===== src/rtl/om_seq_ctrl_if.sv =====
// rtl/om_seq_ctrl_if.sv - digit-stream and datapath signal bundle for the online multiplier sequencer
interface om_seq_ctrl_if #(
    parameter int N = 8
);
    logic         start;
    logic [1:0]   x_dig;
    logic [1:0]   y_dig;
    logic         dig_valid;
    logic         dig_ready;
    logic [1:0]   dp_x;
    logic [1:0]   dp_y;
    logic [N:0]   dp_xprefix;
    logic [N:0]   dp_yprefix;
    logic         dp_en;
    logic         dp_clr;
    logic [1:0]   dp_z;
    logic [1:0]   z_dig;
    logic         z_valid;
    logic         busy;
    logic         done;

    modport master (
        output start, x_dig, y_dig, dig_valid, dp_z,
        input  dig_ready, dp_x, dp_y, dp_xprefix, dp_yprefix, dp_en, dp_clr,
        input  z_dig, z_valid, busy, done
    );

    modport slave (
        input  start, x_dig, y_dig, dig_valid, dp_z,
        output dig_ready, dp_x, dp_y, dp_xprefix, dp_yprefix, dp_en, dp_clr,
        output z_dig, z_valid, busy, done
    );
endinterface


===== src/rtl/om_seq_ctrl.sv =====
// rtl/om_seq_ctrl.sv - step sequencer and prefix accumulator for the radix-2 online multiplier
module om_seq_ctrl #(
    parameter int N     = 8,
    parameter int DELTA = 3
) (
    input  logic         clk,
    input  logic         rst_n,
    om_seq_ctrl_if.slave bus
);
    localparam int CW = $clog2(N + DELTA + 1);
    localparam logic [CW-1:0] LAST_RUN  = CW'(N - 1);
    localparam logic [CW-1:0] LAST_STEP = CW'(N + DELTA - 1);
    localparam logic [CW-1:0] FIRST_Z   = CW'(DELTA);

    typedef enum logic [2:0] {IDLE, CLR, RUN, FLUSH, DONE} state_t;

    state_t        state_q, state_d;
    logic [CW-1:0] step_q, step_d;
    logic [N:0]    xreg_q, yreg_q;
    logic [1:0]    z_dig_q;
    logic          z_valid_q;

    logic [1:0]    dx, dy;
    logic [1:0]    dp_x_c, dp_y_c;
    logic          dp_en_c, dp_clr_c, step_run, emit_z;
    logic [N:0]    wt, x_term, y_term, yprefix;

    // The redundant zero encoding 2'b11 is folded to 2'b00 before anything sees it
    assign dx = (bus.x_dig == 2'b11) ? 2'b00 : bus.x_dig;
    assign dy = (bus.y_dig == 2'b11) ? 2'b00 : bus.y_dig;

    always_comb begin
        state_d  = state_q;
        step_d   = step_q;
        step_run = 1'b0;
        dp_en_c  = 1'b0;
        dp_clr_c = 1'b0;
        dp_x_c   = 2'b00;
        dp_y_c   = 2'b00;
        unique case (state_q)
            IDLE: begin
                if (bus.start) state_d = CLR;
            end
            CLR: begin
                dp_clr_c = 1'b1;
                step_d   = '0;
                state_d  = RUN;
            end
            RUN: begin
                if (bus.dig_valid) begin
                    step_run = 1'b1;
                    dp_en_c  = 1'b1;
                    dp_x_c   = dx;
                    dp_y_c   = dy;
                    step_d   = step_q + CW'(1);
                    if (step_q == LAST_RUN) state_d = FLUSH;
                end
            end
            FLUSH: begin
                dp_en_c = 1'b1;
                step_d  = step_q + CW'(1);
                if (step_q == LAST_STEP) state_d = DONE;
            end
            DONE: begin
                step_d  = '0;
                state_d = IDLE;
            end
            default: state_d = IDLE;
        endcase
    end

    // Step c carries weight 2^-(c+1), i.e. fraction bit N-1-c of the prefix
    always_comb begin
        wt     = (N + 1)'(1) << (LAST_RUN - step_q);
        x_term = '0;
        y_term = '0;
        if (dp_x_c == 2'b10)      x_term = wt;
        else if (dp_x_c == 2'b01) x_term = -wt;
        if (dp_y_c == 2'b10)      y_term = wt;
        else if (dp_y_c == 2'b01) y_term = -wt;
        yprefix = yreg_q + y_term;
        emit_z  = dp_en_c && (step_q >= FIRST_Z);
    end

    always_ff @(posedge clk or negedge rst_n) begin
        if (!rst_n) begin
            state_q   <= IDLE;
            step_q    <= '0;
            xreg_q    <= '0;
            yreg_q    <= '0;
            z_dig_q   <= 2'b00;
            z_valid_q <= 1'b0;
        end else begin
            state_q <= state_d;
            step_q  <= step_d;
            if (dp_clr_c) begin
                xreg_q <= '0;
                yreg_q <= '0;
            end else if (step_run) begin
                xreg_q <= xreg_q + x_term;
                yreg_q <= yprefix;
            end
            z_valid_q <= emit_z;
            z_dig_q   <= emit_z ? bus.dp_z : 2'b00;
        end
    end

    assign bus.dig_ready  = (state_q == RUN);
    assign bus.busy       = (state_q == CLR) || (state_q == RUN) || (state_q == FLUSH);
    assign bus.done       = (state_q == DONE);
    assign bus.dp_x       = dp_x_c;
    assign bus.dp_y       = dp_y_c;
    assign bus.dp_en      = dp_en_c;
    assign bus.dp_clr     = dp_clr_c;
    assign bus.dp_xprefix = xreg_q;
    assign bus.dp_yprefix = yprefix;
    assign bus.z_dig      = z_dig_q;
    assign bus.z_valid    = z_valid_q;
endmodule


===== src/flat_wrapper.sv =====
// flat-port wrapper written by rule: the top's interface ports become plain ports
module om_seq_ctrl_flat 
#(
    parameter int N     = 8,
    parameter int DELTA = 3
)
  (clk, rst_n, bus_start, bus_x_dig, bus_y_dig, bus_dig_valid, bus_dp_z, bus_dig_ready, bus_dp_x, bus_dp_y, bus_dp_xprefix, bus_dp_yprefix, bus_dp_en, bus_dp_clr, bus_z_dig, bus_z_valid, bus_busy, bus_done);
  om_seq_ctrl_if #(.N(N)) bus_i ();
  input  logic clk;
  input  logic rst_n;
  input wire logic [$bits(bus_i.start)-1:0] bus_start;
  input wire logic [$bits(bus_i.x_dig)-1:0] bus_x_dig;
  input wire logic [$bits(bus_i.y_dig)-1:0] bus_y_dig;
  input wire logic [$bits(bus_i.dig_valid)-1:0] bus_dig_valid;
  input wire logic [$bits(bus_i.dp_z)-1:0] bus_dp_z;
  output wire logic [$bits(bus_i.dig_ready)-1:0] bus_dig_ready;
  output wire logic [$bits(bus_i.dp_x)-1:0] bus_dp_x;
  output wire logic [$bits(bus_i.dp_y)-1:0] bus_dp_y;
  output wire logic [$bits(bus_i.dp_xprefix)-1:0] bus_dp_xprefix;
  output wire logic [$bits(bus_i.dp_yprefix)-1:0] bus_dp_yprefix;
  output wire logic [$bits(bus_i.dp_en)-1:0] bus_dp_en;
  output wire logic [$bits(bus_i.dp_clr)-1:0] bus_dp_clr;
  output wire logic [$bits(bus_i.z_dig)-1:0] bus_z_dig;
  output wire logic [$bits(bus_i.z_valid)-1:0] bus_z_valid;
  output wire logic [$bits(bus_i.busy)-1:0] bus_busy;
  output wire logic [$bits(bus_i.done)-1:0] bus_done;
  assign bus_i.start = bus_start;
  assign bus_i.x_dig = bus_x_dig;
  assign bus_i.y_dig = bus_y_dig;
  assign bus_i.dig_valid = bus_dig_valid;
  assign bus_i.dp_z = bus_dp_z;
  assign bus_dig_ready = bus_i.dig_ready;
  assign bus_dp_x = bus_i.dp_x;
  assign bus_dp_y = bus_i.dp_y;
  assign bus_dp_xprefix = bus_i.dp_xprefix;
  assign bus_dp_yprefix = bus_i.dp_yprefix;
  assign bus_dp_en = bus_i.dp_en;
  assign bus_dp_clr = bus_i.dp_clr;
  assign bus_z_dig = bus_i.z_dig;
  assign bus_z_valid = bus_i.z_valid;
  assign bus_busy = bus_i.busy;
  assign bus_done = bus_i.done;
  om_seq_ctrl #(.N(N), .DELTA(DELTA)) u_core (.clk(clk), .rst_n(rst_n), .bus(bus_i));
endmodule

===== config.mk =====
export PLATFORM = sky130hd
export DESIGN_NAME = om_seq_ctrl_flat
export DESIGN_NICKNAME = d
export VERILOG_FILES = /design/src/rtl/om_seq_ctrl_if.sv /design/src/rtl/om_seq_ctrl.sv /design/src/flat_wrapper.sv
export SDC_FILE = /design/constraint.sdc
export NUM_CORES = 1
export LEC_CHECK = 0
export ABC_CLOCK_PERIOD_IN_PS = 5960
export BUFFER_PORTS_ARGS = -buffer_cell sky130_fd_sc_hd__buf_2
export CORE_ASPECT_RATIO = 1.4
export CORE_MARGIN = 2
export CORE_UTILIZATION = 35
export DETAILED_ROUTE_END_ITERATION = 10
export HOLD_SLACK_MARGIN = 0.08
export MAX_ROUTING_LAYER = met4
export PLACE_DENSITY = 0.59
export RECOVER_POWER = 25
export REMOVE_ABC_BUFFERS = 1
export SETUP_SLACK_MARGIN = 0.2
export SYNTH_ARGS = -nofsm -noshare
export SYNTH_HDL_FRONTEND = slang
export SYNTH_SLANG_ARGS = --single-unit

===== constraint.sdc =====
create_clock -name clk -period 5.96 [get_ports clk]
set_input_delay 0.298 -clock clk [delete_from_list [all_inputs] [get_ports clk]]
set_output_delay 0.298 -clock clk [all_outputs]
set_load 0.05 [all_outputs]

==> impl_metrics.py <==
metrics = {
    "drt": {
        "drt_iter0_drc": 130,
        "routed_wl_um": 6570,
        "route.met3.wl_um": 270,
        "wl_met1_um": 2840,
        "drcViolationCount": 0,
        "avgRoutedWirePerCell_um": 15.1,
        "drt_pre_antenna_iters": 4,
        "viasPerCell": 5.35,
        "detail-route-antenna-nets": 0,
        "dr_wl_met2_um": 3330,
        "highest_layer": "met4",
        "vias": 2326,
    },
    "floorplanning": {
        "start_util_pct": 36.1,
        "die_area_mm2": 0.00787,
        "die_w_um": 75.5,
        "rows": 36,
        "core_area_mm2": 0.00694,
        "io_pins": 40,
        "die_h_um": 104,
    },
    "layout": {
        "area_growth_pct": 12.7,
        "drive_gt1_share_pct": 16.8,
        "layout.cells.non_filler": 435,
        "fin_util_pct": 40.7,
        "fin_nets": 376,
        "antenna_cells": 0,
    },
    "critical_path": {
        "start_kind": "flop",
        "max_stage_delay_ns": 0.66,
        "arrival_ns": 3.93,
        "crit_end": "bus_dp_yprefix[6]",
        "slowest_stage": "nor3b_4",
        "worst-r2r-cell-count": 14,
        "r2r_end": "u_core.yreg_q[8]$_DFFE_PN0P_",
        "crit_chain": "nand2b_4 > nor3b_4 > nand2_2 > inv_2 > nand2_1 > o21ai_2 > inv_1 > fa_1 > nor2b_1 > o31a_1 > o21a_1 > nor2_1 > xnor2_1 > buf_2",
        "critPathRequiredTime_ns": 5.66,
        "crit_fanout": 18,
        "crit_path_end_kind": "output pin",
        "startpoint": "u_core.state_q[2]$_DFFE_PN0P_",
        "crit_type": "reg -> out",
        "r2r-start": "u_core.state_q[2]$_DFFE_PN0P_",
        "r2r_slack_ns": 2.20,
    },
    "clock_tree": {
        "cts_tree": "done",
        "cts_made_buffers": 3,
        "clk_latency_ns": 0.29,
        "root_buffer": "clkbuf_8",
        "cts_buffer_depth": 2,
        "cts_max_level": 1,
        "cts.sinks": 28,
        "path_clk_slew_ns": 0.11,
    },
    "grt": {
        "antenna_found_initial": 0,
        "grt_pass1_wl_um": 10900,
        "grt_max_degree": 29,
        "grt-ovfl-total": 0,
        "grt_pass1_vias": 2309,
        "grt_usage_pct": 17.9,
    },
    "logic_synthesis": {
        "syn_avg_cell_area_um2": 8.11,
        "synthCells": 309,
        "synth_area_mm2": 0.00251,
        "synthFlopType": "dfrtp_1",
        "async_reset_ff_share_pct": 100,
        "synth_cell_types": 53,
        "synth-edff-count": 0,
        "synth_seq_area_share_pct": 27.9,
        "synth-seq-cells": 28,
        "yosys_warnings": 0,
    },
    "timing": {
        "final.setup.tns_ns": 0,
        "hold_viol": 0,
        "period_minus_slack_ns": 4.22,
        "drv_slew": 29,
        "rsz0062_at_grt": "false",
        "max_freq_mhz": 237,
        "max-slew-margin-rel_pct": -6.40,
        "finClkSkew_ns": 0.00344,
        "layout_setup_ws_ns": 1.74,
        "setup_viol": 0,
        "worstMarginPinSlew_ns": 1.60,
        "fin_crit_sh_pct": 70.9,
        "whs_ns": 0.202,
    },
    "run_status": {
        "status": "finished, violations left",
        "violations": "max-capacitance violations, max-slew violations",
    },
    "place": {
        "pre_cts_ws_ns": 2.02,
        "gp_congestion": 0.903,
        "portBuffers": 39,
        "dp.cells": 430,
        "hpwlAfterDp_um": 4940,
    },
    "pwr": {
        "combPwrFrac_pct": 67.7,
        "pwr-share-seq_pct": 23.6,
        "power.switching_w": 0.000864,
        "ir_drop_v": 0.000236,
        "sw_frac_of_total_pct": 57.4,
        "pwr-share-clk_pct": 8.6,
        "internal_power_w": 0.000642,
        "powerDensity_mw_per_mm2": 533,
        "p_leak_nw": 1.32,
    },
    "worst_hold_path": {
        "hold_depth": 2,
        "holdCritStartpoint": "bus_dp_z[0]",
        "worstHoldPathType": "in -> reg",
    },
    "run": {
        "drv_cap": 1,
    },
}
## final cells by class
type,instances,area [µm²]
clock buffer,4,55.1
fill,741,4110
multi-input combinational,247,1660
sequential,28,701
tap,95,119
timing repair buffer,41,211
inverter,20,77.6
## Yosys cell counts, types with 4 or more instances
library cell	n	area, µm²
nor2_1	30	113
dfrtp_1	28	701
nand2_1	28	105
ha_1	23	288
a21oi_1	19	95.1
o21ai_0	19	95.1
inv_1	17	63.8
xnor2_1	12	105
a22o_1	11	96.3
nand3_1	11	55.1
nor3_1	8	40.0
o22ai_1	8	50.1
clkbuf_1	7	26.3
o21ai_1	7	35.0
nand2b_1	6	37.5
nor2b_1	6	37.5
xor2_1	6	52.6
buf_2	5	25.0
nor4_1	4	25.0
o21a_1	4	30.0
## logic make-up after synthesis
group,share of synthesized area [%]
compound gates,24.9
simple gates,21.7
mux,0.449
flops,27.9
buf+inv,5.74
xor+xnor,6.29
fa+ha+maj,13.1
## how the worst min path moves through the flow
stage	end	slack (ns)
2_1_floorplan	u_core.bus.dp_xprefix[0]$_DFFE_PN0P_	0.002
3_3_place_gp	u_core.bus.z_dig[1]$_DFF_PN0_	0.38
3_5_place_dp	u_core.bus.z_dig[1]$_DFF_PN0_	0.39
4_1_cts	u_core.bus.z_dig[0]$_DFF_PN0_	0.20
5_1_grt	u_core.bus.z_dig[0]$_DFF_PN0_	0.22
6_report	u_core.bus.z_dig[0]$_DFF_PN0_	0.20
## critical path: cells and delay by family (launching register included)
family                     cells  cell delay [ns]
and+or+nand+nor                6             1.44
DFF                            1             0.58
xor gates and xnor gates       1             0.20
AOI/OAI and AO/OA              3             0.39
adders and majority gates      1             0.43
buffers and inverters          3             0.59
## sequential cells by signal (all words and copies together), names as in the netlist
register and flops:
u_core.bus.dp_xprefix 9, u_core.state_q 3, u_core.bus.z_dig 2, u_core.step_q 4, u_core.yreg_q 9, u_core.bus.z_valid 1
## per-stage QoR
step	cell area [µm²]	total power, W
2_1_floorplan	2440	0.00113
3_3_place_gp	2760	0.00138
3_5_place_dp	2760	0.00138
4_1_cts	2830	0.00151
5_1_grt	2830	0.00162
6_report	2830	0.00151
## power groups by stage
stage | Combinational [W] | Sequential, W | Clock [W]
final | 0.00102 | 0.000356 | 0.000130
after detailed placement | 0.00102 | 0.000358 | 0
after global placement | 0.00102 | 0.000356 | 0
after CTS | 0.00103 | 0.000354 | 0.000134
after global routing | 0.00112 | 0.000368 | 0.000137
after floorplan | 0.000697 | 0.000436 | 0
## routing by layer
layer / up-vias / track usage (%)
met5: - / -
met3: 9 / 2.03
met1: 1102 / 21.7
met2: 53 / 30.1
li1: 1162 / -
met4: 0 / 6.14
## cells in the final DEF, fill, tap and decap left out, drive strengths merged, types with 4 or more instances in the layout
master,synthesis,final
a22o,11,11
nor3,8,8
xor2,6,6
nor2b,6,6
ha,23,23
o21ai,28,28
nand3,11,11
nand2,30,30
nor4,4,4
xnor2,12,12
inv,18,18
buf,7,39
clkbuf,7,5
a21oi,20,20
dfrtp,28,28
nor2,30,30
nand2b,7,7
o22ai,8,8
o21a,4,4
## timing repair
item,in CTS,in global routing
hold buffers,1,0
buffers inserted,0,0
gates resized for setup,0,0
endpoints found under the hold margin,28,0
No activity file was read; power rests on OpenSTA's default activity.
